<file path="config.mk">
export PLATFORM = sky130hd
export DESIGN_NAME = cfg_mux_bank
export DESIGN_NICKNAME = d
export VERILOG_FILES = /design/src/rtl/cfg_mux_bank.sv
export SDC_FILE = /design/constraint.sdc
export NUM_CORES = 1
export LEC_CHECK = 0
export CELL_PAD_IN_SITES_DETAIL_PLACEMENT = 0
export CELL_PAD_IN_SITES_GLOBAL_PLACEMENT = 1
export CORE_MARGIN = 5
export CORE_UTILIZATION = 28
export CTS_BUF_LIST = sky130_fd_sc_hd__clkbuf_4
export CTS_CLUSTER_DIAMETER = 40
export DETAILED_ROUTE_END_ITERATION = 8
export PLACE_DENSITY_LB_ADDON = 0.1
export SETUP_SLACK_MARGIN = 0.4
export SLEW_MARGIN = 20
export SYNTH_ARGS = -nofsm -noshare
export SYNTH_HDL_FRONTEND = slang
export SYNTH_SLANG_ARGS = --single-unit
</file>
<file path="constraint.sdc">
create_clock -name clk -period 2.3 [get_ports clk]
set_input_delay 0.46 -clock clk [delete_from_list [all_inputs] [get_ports clk]]
set_output_delay 0.46 -clock clk [all_outputs]
set_load 0.01 [all_outputs]
</file>
<file path="src/rtl/cfg_mux_bank.sv">
// Bank of routing multiplexers whose selects come from a double-buffered configuration
// register: frames stream into a shadow copy, and a commit swaps the whole bank at once.
module cfg_mux_bank #(
  parameter  int NUM_MUX    = 4,
  parameter  int MUX_INPUTS = 16,
  parameter  int FRAME_W    = 32,
  parameter  int OUT_REG    = 0,
  localparam int SEL_W      = $clog2(MUX_INPUTS),
  localparam int CFG_BITS   = NUM_MUX * SEL_W
) (
  input  logic                          clk,
  input  logic                          rst,
  input  logic [NUM_MUX*MUX_INPUTS-1:0] mux_in,
  output logic [NUM_MUX-1:0]            mux_out,
  input  logic                          cfg_valid,
  output logic                          cfg_ready,
  input  logic [FRAME_W-1:0]            cfg_data,
  input  logic                          cfg_last,
  input  logic                          commit,
  input  logic                          abort,
  output logic                          cfg_done,
  output logic                          cfg_err,
  output logic [CFG_BITS-1:0]           active_sel
);

  // state    | meaning
  // ST_LOAD  | accepting frame words into the shadow register
  // ST_ARMED | complete frame held in shadow, waiting for commit

  localparam int NWORDS = (CFG_BITS + FRAME_W - 1) / FRAME_W;
  localparam int WCNT_W = (NWORDS > 1) ? $clog2(NWORDS) : 1;
  localparam int SH_W   = NWORDS * FRAME_W;

  typedef enum logic {ST_LOAD, ST_ARMED} state_t;

  state_t              state, state_nxt;
  logic [WCNT_W-1:0]   wcnt, wcnt_nxt;
  logic [CFG_BITS-1:0] shadow;
  logic [CFG_BITS-1:0] word_data, word_mask;
  logic                transfer, last_word;
  logic                shadow_we, commit_go, err_set;
  logic [NUM_MUX-1:0]  mux_comb;

  assign cfg_ready = (state == ST_LOAD) && !rst;
  assign transfer  = cfg_valid && cfg_ready;
  assign last_word = (wcnt == WCNT_W'(NWORDS - 1));

  // Word placement is done on a word-padded vector, then truncated so padding bits vanish.
  assign word_data = CFG_BITS'(SH_W'(cfg_data) << (int'(wcnt) * FRAME_W));
  assign word_mask = CFG_BITS'(SH_W'({FRAME_W{1'b1}}) << (int'(wcnt) * FRAME_W));

  always_comb begin
    state_nxt = state;
    wcnt_nxt  = wcnt;
    shadow_we = 1'b0;
    commit_go = 1'b0;
    err_set   = 1'b0;
    if (abort) begin
      state_nxt = ST_LOAD;
      wcnt_nxt  = '0;
    end else begin
      case (state)
        ST_LOAD: begin
          if (transfer) begin
            shadow_we = 1'b1;
            if (cfg_last != last_word) begin
              err_set  = 1'b1;
              wcnt_nxt = '0;
            end else if (cfg_last) begin
              state_nxt = ST_ARMED;
              wcnt_nxt  = '0;
            end else begin
              wcnt_nxt = wcnt + WCNT_W'(1);
            end
          end
        end
        ST_ARMED: begin
          if (commit) begin
            commit_go = 1'b1;
            state_nxt = ST_LOAD;
          end
        end
        default: begin
          state_nxt = ST_LOAD;
          wcnt_nxt  = '0;
        end
      endcase
    end
  end

  always_ff @(posedge clk) begin
    if (rst) begin
      state      <= ST_LOAD;
      wcnt       <= '0;
      shadow     <= '0;
      active_sel <= '0;
      cfg_done   <= 1'b0;
      cfg_err    <= 1'b0;
    end else begin
      state    <= state_nxt;
      wcnt     <= wcnt_nxt;
      cfg_done <= commit_go;
      if (shadow_we)
        shadow <= (shadow & ~word_mask) | word_data;
      if (commit_go)
        active_sel <= shadow;
      if (commit_go)
        cfg_err <= 1'b0;
      else if (err_set)
        cfg_err <= 1'b1;
    end
  end

  for (genvar m = 0; m < NUM_MUX; m++) begin : g_mux
    logic [MUX_INPUTS-1:0] grp;
    logic [SEL_W-1:0]      sel;
    assign grp         = mux_in[m*MUX_INPUTS +: MUX_INPUTS];
    assign sel         = active_sel[m*SEL_W +: SEL_W];
    assign mux_comb[m] = grp[sel];
  end

  if (OUT_REG != 0) begin : g_out_reg
    logic [NUM_MUX-1:0] mux_q;
    always_ff @(posedge clk) begin
      if (rst)
        mux_q <= '0;
      else
        mux_q <= mux_comb;
    end
    assign mux_out = mux_q;
  end else begin : g_out_comb
    assign mux_out = mux_comb;
  end

endmodule

</file>
==> impl_metrics.csv <==
group,metric,value,unit
timing,fin_crit,2.14,ns
yosys,ys_warn_count,0,
floorplan,die_h,90.4,um
layout,fin_nets,377,
layout,areaGrowthSynthToFinish,66.5,%
floorplan,core_area,6310,sq um
timing,worst_pin_slew,0.762,ns
detailed_routing,avgViaCountPerCell,4.88,
worst_setup_path,required,1.84,ns
timing,setup_viol,0,
timing,rsz0062_at_grt,"yes",
clocking,cts_resized,80,
pwr,internal_power,0.000913,W
layout,n_fill_cell,640,
detailed_routing,vias,1712,
worst_setup_path,cp_common_cell,"mux2i_1",
global_route,grt_usage,14.1,%
timing,finalSetupTns,0,ns
detailed_routing,wirelength,5.75,mm
clocking,cts_made_buffers,5,
yosys,ys_seq_area_share,39.9,%
floorplan,ios,125,
worst_setup_path,start_kind,"primary input",
timing,max_freq,468,MHz
global_route,grt_pass1_wl,9.19,mm
worst_setup_path,crit_arrival,1.68,ns
clocking,cts_tree,"built",
detailed_routing,drc,0,
clocking,postCtsSetupBuffers,0,
global_route,grt_pass1_vias,1721,
clocking,h-tree-depth,2,
floorplan,core.rowCount,29,
worst_setup_path,worstSetupPathType,"in -> out",
pwr,seqPwrFrac,53.9,%
global_route,grt_antenna_before_repair,0,
floorplan,start_util,28.6,%
timing,fin_skew,0.00287,ns
worst_setup_path,endpoint_kind,"primary output",
yosys,ys_ff_latch,36,
pwr,switchingPower,0.000270,W
timing,period_share,92.9,%
detailed_routing,wl_per_cell,16.4,um
layout,final_area,3010,sq um
worst_setup_path,cpLargestDelayFamily,"multiplexers",
clocking,cts.sinks,36,
yosys,synth_nets,265,
place,post_dp_cell_area,3000,sq um
place,port_buffers,108,
worst_setup_path,worstPathCellList,"clkdlybuf4s50_1 -> mux4_2 -> mux2i_1 -> mux2i_1 -> buf_2",
min_path,holdCritPathClass,"reg -> reg",
timing,holdWs,0.465,ns
place,place_congestion,0.691,
worst_setup_path,crit_path_max_incr_delay,0.44,ns
worst_setup_path,cp_max_fo,1,
pwr,power_density,393,nW/um^2
pwr,p_sw_share,22.9,%
clocking,hold_buffers,0,
place,dp_hpwl,4.45,mm
global_route,grt.overflow.total,0,
layout,drive_above_1_share,19.0,%
timing,slew_headroom,49.0,%
clocking,clkLatencyLatePin,0.33,ns
yosys,yosysUniqueCellTypes,30,
detailed_routing,dr.pass1.iters,4,
pwr,pwr-share-clk,28.4,%
yosys,synthCells,161,
global_route,grt_max_degree,18,
yosys,avgSynthCellArea,11.2,sq um
clocking,path_clk_slew,0.10,ns
pwr,pwr-share-comb,17.8,%
clocking,root_buffer,"clkbuf_4",
worst_setup_path,cp.buffers_inverters,2,
floorplan,die_w,90.4,um
layout,antenna_cells,0,
clocking,cts_max_path_buffers,2,
detailed_routing,first_iter_violations,48,
worst_setup_path,cpMaxStageDelayCell,"mux4_2",
pwr,leakagePower,1.19,nW
floorplan,dieArea,8160,sq um
timing,slew_violations,0,
detailed_routing,final_antenna_net_count,0,
yosys,syn_area,1810,sq um
pwr,irDropWorstVdd,0.000223,V
timing,finalHoldViolations,0,
job,max-cap-violations,0,
status,outcome,"finished, final reports clean",
-- area by class of cell --
type / instances / area, sq um / share of cell area, %
Clock buffer: 7 / 52.6 / 1.75
Multi-Input combinational cell: 109 / 1010 / 33.7
Sequential cell: 36 / 739 / 24.6
Inverter: 2 / 7.51 / 0.249
Clock inverter: 1 / 3.75 / 0.125
Timing Repair Buffer: 119 / 1100 / 36.5
Tap cell: 77 / 96.3 / 3.20
-- cell families after synthesis --
family | synth area share [%]
mux | 26.6
compound gates | 18.5
fa+ha+maj | 1.38
flops | 39.9
simple gates | 9.27
buf+inv | 4.43
-- cell usage after synthesis (all sizes together) --
| master | count | area, sq um |
|---|---|---|
| clkbuf | 7 | 32.5 |
| a211oi | 1 | 7.51 |
| o21a | 1 | 7.51 |
| nor3 | 2 | 15.0 |
| o21ba | 1 | 10.0 |
| a22o | 16 | 140 |
| and2b | 1 | 7.51 |
| nor4b | 1 | 23.8 |
| o21ai | 16 | 83.8 |
| ha | 2 | 25.0 |
| clkinv | 1 | 3.75 |
| nor2b | 1 | 6.26 |
| buf | 7 | 40.0 |
| nand2 | 1 | 3.75 |
| or4b | 1 | 10.0 |
| nor2 | 2 | 10.0 |
| nand2b | 1 | 6.26 |
| mux4 | 16 | 360 |
| dfxtp | 36 | 721 |
| mux2i | 12 | 120 |
| inv | 1 | 3.75 |
| a21oi | 17 | 85.1 |
| nand3 | 17 | 85.1 |
-- final timing paths --
kind | start | end | slack [ns] | depth (start not counted)
worst max-delay path | mux_in[28] | mux_out[1] | 0.16 | 5
worst min-delay path | flop | flop | 0.47 | 2
worst max register to register | state$_SDFF_PP0_ | flop | 0.83 | 4
worst min register to register | flop | flop | 0.47 | 2
-- power groups by stage --
stage               Combinational, W  Clock (W)  Sequential (W)
global placement            0.000247          0        0.000655
global route                0.000229   0.000379        0.000639
finish                      0.000210   0.000335        0.000637
floorplan                  0.0000727          0        0.000654
CTS                         0.000215   0.000353        0.000637
detailed placement          0.000250          0        0.000655
-- stage by stage --
stage,setup slack [ns],utilization (%),instances,total power [W]
CTS,0.149,47.3,351,0.00121
finish,0.163,47.7,351,0.00118
global placement,-0.227,47.4,343,0.000902
floorplan,0.532,-,161,0.000727
detailed placement,-0.237,47.5,343,0.000906
global route,0.0714,47.7,351,0.00125
-- cell usage in the layout (no fill, tap or decap), types with 8 or more instances in the layout --
master,netlist,final
o21ai_1,8,8
nand3_1,17,17
a22o_1,16,16
clkdlybuf4s50_1,0,43
mux2i_1,12,12
dlygate4sd2_1,0,54
a21oi_1,17,17
mux4_2,16,16
buf_4,0,10
dfxtp_1,36,27
-- worst min-delay path: cells and delay by family (launching register included) --
family,cells,cell delay (ns)
AOI/OAI and AO/OA,2,0.10
DFF,1,0.33
-- routing by layer --
metal / vias to the layer above / share of wire [%] / GRT usage [%]
met1: 785 / 45 / 18.5
li1: 850 / - / -
met5: - / 0 / 0
met3: 5 / 6.9 / 4.17
met2: 72 / 47 / 22.7
met4: 0 / 1.0 / 3.72
Note: power is estimated with default switching activity, not from simulation.
